<file path="src/rtl/mem_arbiter_pkg.sv">
// Shared types and default widths for the memory-port arbiter.
// Optional round-robin tie-breaking is selected by the ARB_RR_EN macro (see arb_pick).
package mem_arbiter_pkg;

   localparam int unsigned ADDR_W_DEFAULT = 28;
   localparam int unsigned LINE_W_DEFAULT = 128;

   typedef enum logic [1:0] {IDLE, GNT_I, GNT_D, RESP} state_t;
   typedef enum logic [1:0] {GR_NONE, GR_IC, GR_DC} grant_t;

endpackage

</file>
<file path="src/rtl/mem_arbiter_arb_pick.sv">
// Combinational requester picker. ARB_RR_EN defined: alternate on ties using last_grant;
// otherwise the D-cache always wins a tie.
module arb_pick
   import mem_arbiter_pkg::*;
(
   input  logic   ic_req,
   input  logic   dc_req,
   input  grant_t last_grant,
   output grant_t grant
);

`ifdef ARB_RR_EN
   always_comb begin
      grant = GR_NONE;
      if (ic_req && dc_req) begin
         grant = (last_grant == GR_IC) ? GR_DC : GR_IC;
      end else if (dc_req) begin
         grant = GR_DC;
      end else if (ic_req) begin
         grant = GR_IC;
      end
   end
`else
   // History is irrelevant under fixed priority.
   logic unused_last_grant;
   assign unused_last_grant = ^last_grant;

   always_comb begin
      grant = GR_NONE;
      if (dc_req) begin
         grant = GR_DC;
      end else if (ic_req) begin
         grant = GR_IC;
      end
   end
`endif

endmodule

</file>
<file path="src/rtl/mem_arbiter.sv">
// Single-outstanding arbiter sharing the memory port between I-cache and D-cache refills/write-backs.
// Tie-breaking policy follows the ARB_RR_EN macro, evaluated inside arb_pick.
module mem_arbiter
   import mem_arbiter_pkg::*;
#(
   parameter int unsigned ADDR_W = ADDR_W_DEFAULT,
   parameter int unsigned LINE_W = LINE_W_DEFAULT
) (
   input  logic              clk,
   input  logic              rst_n,
   input  logic              ic_read,
   input  logic [ADDR_W-1:0] ic_addr,
   output logic [LINE_W-1:0] ic_rdata,
   output logic              ic_ready,
   input  logic              dc_read,
   input  logic              dc_write,
   input  logic [ADDR_W-1:0] dc_addr,
   input  logic [LINE_W-1:0] dc_wdata,
   output logic [LINE_W-1:0] dc_rdata,
   output logic              dc_ready,
   output logic              mem_read,
   output logic              mem_write,
   output logic [ADDR_W-1:0] mem_addr,
   output logic [LINE_W-1:0] mem_wdata,
   input  logic [LINE_W-1:0] mem_rdata,
   input  logic              mem_ready,
   output logic              busy
);

   state_t state;
   grant_t last_grant;
   grant_t grant;

   arb_pick u_arb_pick (
      .ic_req     (ic_read),
      .dc_req     (dc_read | dc_write),
      .last_grant (last_grant),
      .grant      (grant)
   );

   always_ff @(posedge clk or negedge rst_n) begin
      if (!rst_n) begin
         state      <= IDLE;
         last_grant <= GR_DC;
         mem_read   <= 1'b0;
         mem_write  <= 1'b0;
         mem_addr   <= '0;
         mem_wdata  <= '0;
         ic_rdata   <= '0;
         dc_rdata   <= '0;
         ic_ready   <= 1'b0;
         dc_ready   <= 1'b0;
         busy       <= 1'b0;
      end else begin
         case (state)
            IDLE: begin
               if (grant == GR_DC) begin
                  state      <= GNT_D;
                  last_grant <= GR_DC;
                  busy       <= 1'b1;
                  mem_addr   <= dc_addr;
                  // A pending write-back goes first; a concurrent read is re-picked later.
                  if (dc_write) begin
                     mem_write <= 1'b1;
                     mem_wdata <= dc_wdata;
                  end else begin
                     mem_read  <= 1'b1;
                  end
               end else if (grant == GR_IC) begin
                  state      <= GNT_I;
                  last_grant <= GR_IC;
                  busy       <= 1'b1;
                  mem_addr   <= ic_addr;
                  mem_read   <= 1'b1;
               end
            end
            GNT_I: begin
               if (mem_ready) begin
                  state    <= RESP;
                  mem_read <= 1'b0;
                  ic_rdata <= mem_rdata;
                  ic_ready <= 1'b1;
               end
            end
            GNT_D: begin
               if (mem_ready) begin
                  state     <= RESP;
                  mem_read  <= 1'b0;
                  mem_write <= 1'b0;
                  dc_ready  <= 1'b1;
                  if (!mem_write) begin
                     dc_rdata <= mem_rdata;
                  end
               end
            end
            RESP: begin
               state    <= IDLE;
               ic_ready <= 1'b0;
               dc_ready <= 1'b0;
               busy     <= 1'b0;
            end
            default: state <= IDLE;
         endcase
      end
   end

endmodule
</file>
<file path="config.mk">
export PLATFORM = sky130hd
export DESIGN_NAME = mem_arbiter
export DESIGN_NICKNAME = d
export VERILOG_FILES = /design/src/rtl/mem_arbiter_pkg.sv /design/src/rtl/mem_arbiter_arb_pick.sv /design/src/rtl/mem_arbiter.sv
export SDC_FILE = /design/constraint.sdc
export NUM_CORES = 1
export LEC_CHECK = 0
export BUFFER_PORTS_ARGS = -buffer_cell sky130_fd_sc_hd__buf_2
export CAP_MARGIN = 10
export CORE_AREA = 2 2 287 289
export DETAILED_ROUTE_END_ITERATION = 8
export DIE_AREA = 0 0 289 291
export GPL_TIMING_DRIVEN = 0
export SETUP_SLACK_MARGIN = 0.1
export SLEW_MARGIN = 20
export SYNTH_ARGS = -nofsm -noshare
export SYNTH_HDL_FRONTEND = slang
export SYNTH_HIERARCHICAL = 1
export SYNTH_SLANG_ARGS = --single-unit
export TNS_END_PERCENT = 10
</file>
<file path="constraint.sdc">
create_clock -name clk -period 1.9 [get_ports clk]
set_input_delay 0.38 -clock clk [delete_from_list [all_inputs] [get_ports clk]]
set_output_delay 0.38 -clock clk [all_outputs]
set_load 0.01 [all_outputs]
</file>
; Word-level counts from Yosys, hierarchy flattened
; Index checks and enable logic that the tools add are counted.
[op_classes]
eq_ne = 12
muxes = 21
n_bitwise = 2
n_reduce_logical = 18
[ops]
columns = cell, n
row1 = $mux 28, 2
row2 = $reduce_and 2->1, 6
row3 = $reduce_bool 2->1, 6
row4 = $pmux 1 s2, 5
row5 = $mux 1, 9
row6 = $mux 2, 4
row7 = $ne 2x2->1 const B, 4
row8 = $reduce_and 4->1, 2
row9 = $eq 2x2->1 const B, 3
row10 = $ne 3x3->1 const B, 2
row11 = $pmux 2 s3, 1
row12 = $reduce_and 3->1, 2
row13 = $eq 2x1->1 const B, 2
row14 = $logic_not 2->1, 1
row15 = $ne 2x1->1 const B, 1
row16 = $reduce_or 2->1, 1
row17 = $not 1->1, 1
row18 = $or 1x1->1, 1
[totals]
register_bits = 419
out_inout_bits = 417
wordCells = 63

; Longest topological paths before layout
[depth]
word_depth = 6
depth_mapped = 10
mapped_depth_nobuf = 7

; Modules after synthesis
; The synthesis kept the hierarchy.
[by_module_without_submodules]
columns = mod, n_inst, cells_each, area_each_um2
row1 = mem_arbiter, 1, 990, 16509.6
row2 = arb_pick, 1, 2, 21.3

; Least setup slack after synthesis
; No wires, ideal clock.
[synth_path]
path_type = input port to flip-flop
startpoint = input port dc_write
endpoint = register mem_wdata[100]
t_arrival_ns = 1.875
t_required_ns = 1.775
slack_ns = -0.101
path_stages = 9
path_cell_list = or2_2 nor2b_4 inv_1 ha_1 buf_2 nand3_2 buf_6 buf_6 mux2_4
[synth_between]
elab_chain_cells = 4
[synth_rtl]
columns = item, line
row1 = "start, declared", mem_arbiter.sv:16  ; input logic dc_write,
row2 = $or 1x1->1, mem_arbiter.sv:36  ; .dc_req (dc_read | dc_write),
row3 = $mux 2, mem_arbiter_arb_pick.sv:30  ; if (dc_req) begin
row4 = via grant[0], mem_arbiter.sv:32  ; grant_t grant;
row5 = $eq 2x2->1, mem_arbiter.sv:57  ; if (grant == GR_DC) begin
row6 = $reduce_and 3->1 (no line), --
row7 = "end signal, assigned", mem_arbiter.sv:65  ; mem_wdata <= dc_wdata;
row8 = "end, declared", mem_arbiter.sv:24  ; output logic [LINE_W-1:0] mem_wdata,
; The timed path passes the listed nets, and every way through them passes these cells.
; A chain may end at the register's enable or synchronous reset.

; Worst setup path in the final report
[layout_path]
startpoint = register state[0]
endpoint = register dc_rdata[105]
[layout_between]
elab_chain_cells = 2
[layout_rtl]
columns = item, line
row1 = "start, declared", mem_arbiter.sv:30  ; state_t state;
row2 = "start signal, assigned", mem_arbiter.sv:43  ; state <= IDLE;
row3 = "start signal, assigned", mem_arbiter.sv:58  ; state <= GNT_D;
row4 = "start signal, assigned", mem_arbiter.sv:70  ; state <= GNT_I;
row5 = $eq 2x2->1, mem_arbiter.sv:55  ; case (state)
row6 = $reduce_and 3->1 (no line), --
row7 = "end signal, assigned", mem_arbiter.sv:92  ; dc_rdata <= mem_rdata;
row8 = "end, declared", mem_arbiter.sv:19  ; output logic [LINE_W-1:0] dc_rdata,
; Every way passes these cells.

==> impl_metrics.yaml <==
routing:
  first_iter_violations: 431
  wl_per_cell_um: 18.3
  totalWireLength_mm: 54.7
  dr.pass1.iters: 5
  num_vias: 11800
  drc: 0
  ant_nets: 0
  via_per_inst: 3.97
sta:
  tightest_slew_ps: 566
  period_minus_slack_ps: 1780
  fin_ws_ps: 118
  maxSlewHeadroom_pct: 62.3
  tns_ps: 0
  hold_viol_final: 64
  post-route-period-util_pct: 93.8
  final_max_slew_viol_count: 0
  hold_ws_ps: -247
  rsz0062_at_grt: "yes"
  setup_viol: 0
  finClkSkew_ps: 19.7
  max_freq_mhz: 561
clocking:
  clock_latency_ps: 580
  cts_root_buf: "clkbuf_16"
  clock_sinks: 419
  cts_hold_buf: 79
  cts_made_buffers: 49
  cts_tree: "done"
  clkTransAtPathRegs_ps: 60
  max-clock-path-buffers: 3
  htreeDepth: 2
worst_setup_path:
  arrival_ps: 2230
  critPathKind: "flip-flop to flip-flop"
  cp-startpoint: "state[0]"
  crit_fanout: 10
  worstSetupEndpointType: "flip-flop"
  crit_required_ps: 2350
  r2r-start: "state[0]"
  crit_path_start_kind: "flip-flop"
status:
  status: "finished, violations left"
  violations: "hold timing"
die:
  rows: 105
  initial_core_util_pct: 20.3
  die_h_um: 291
  die_area_um2: 84100
  fp.dieW_um: 289
  core-area_um2: 81200
  ios: 735
final_layout:
  fill_cells: 8116
  num-nets-final: 2192
  regArea_um2: 10500
  final_cell_area_um2: 24700
  multi_input_area_um2: 5600
  syn_to_final_growth_pct: 49.8
  fin_util_pct: 30.4
  drive_gt1_share_pct: 66.8
global_route:
  overflow: 0
  grt_max_degree: 104
  grt_pass1_wl_mm: 79.1
  antenna_found_initial: 8
  track_usage_pct: 12.3
  grt_pass1_vias: 13000
worst_hold_path:
  hold_class: "input pin to asynchronous set/reset pin"
synthesis:
  syn_area_um2: 16500
  syn_inst: 985
  synth_nets: 1310
  postSynthAreaPerCell_um2: 16.7
  yosysWarnings: 6
job:
  cap_violations: 0
power:
  p_leak_nw: 12.4
  powerDensity_nw_per_um2: 1710
  worst_ir_drop_vdd_mv: 0.758
placed_design:
  port_buffers: 733
  dp_worst_setup_slack_ps: -489
  routabilityCongestion: 0.927
  placed_area_um2: 21700
  hpwlAfterDp_mm: 41.4
==> layout make-up <==
type | instances | area share [%]
Clock inverter | 20 | 0.756
Tap cell | 1070 | 5.43
Inverter | 4 | 0.0609
Timing Repair Buffer | 831 | 19.7
Buffer | 54 | 3.02
Sequential cell | 419 | 42.5
Multi-Input combinational cell | 508 | 22.7
Clock buffer | 70 | 5.70
Antenna cell | 6 | 0.0609
==> cell usage in the layout (no fill, tap or decap), drive strengths merged, types with 3 or more instances in the layout <==
cell type,count
nand2,33
mux2i,29
dlygate4sd3,79
ha,7
clkinv,11
dfrtp,419
diode,6
o21ai,31
clkinvlp,3
a21oi,3
inv,8
nand3,4
nor2b,4
mux2,384
buf,795
clkbuf,81
==> final timing paths <==
check,slack (ps),end,cells past startpoint
max,120,dc_rdata[105],7
min,-250,ic_rdata[21],1
max reg2reg,120,dc_rdata[105],7
min reg2reg,470,mem_addr[20],2
max in group asynchronous,670,mem_addr[14],3
min in group clk,40,mem_wdata[24],2
==> repair_timing <==
item,in CTS,in global routing
gates resized for setup,21,52
buffers inserted,5,1
pin swaps,1,1
endpoints found under the setup margin,375,379
hold endpoints to repair,143,64
gates cloned,0,9
==> stage by stage <==
stage / cells / power [mW]
6_report: 2982 / 42.2
2_1_floorplan: 985 / 24.7
4_1_cts: 2966 / 42.2
3_5_place_dp: 2792 / 32.4
5_1_grt: 2982 / 44.6
3_3_place_gp: 2788 / 31.9
==> layer usage <==
metal	track usage, %	vias to the layer above	share of wire [%]
met1	13.7	5989	39
met3	3.13	125	6.8
met4	5.28	4	3.9
met5	0	-	0.037
met2	21.9	464	50
li1	-	5256	-
==> registers in the layout (all words and copies together), names as in the netlist <==
name	cells
busy	1
dc_rdata	128
dc_ready	1
ic_rdata	128
ic_ready	1
mem_addr	28
mem_read	1
mem_wdata	128
mem_write	1
state	2
==> worst max-delay path, cell delays in order (launching register included) <==
cell and delay, ps:
dfrtp_1 410, inv_2 90, ha_4 180, nand3b_1 90, buf_6 170, buf_12 190, buf_12 160, mux2_2 340
==> power by group <==
group	internal (mW)	switching, mW
logic	8.94	7.97
registers	13.5	2.51
clock network	5.44	3.80
total	27.9	14.3
(Power assumes the default switching activity.)
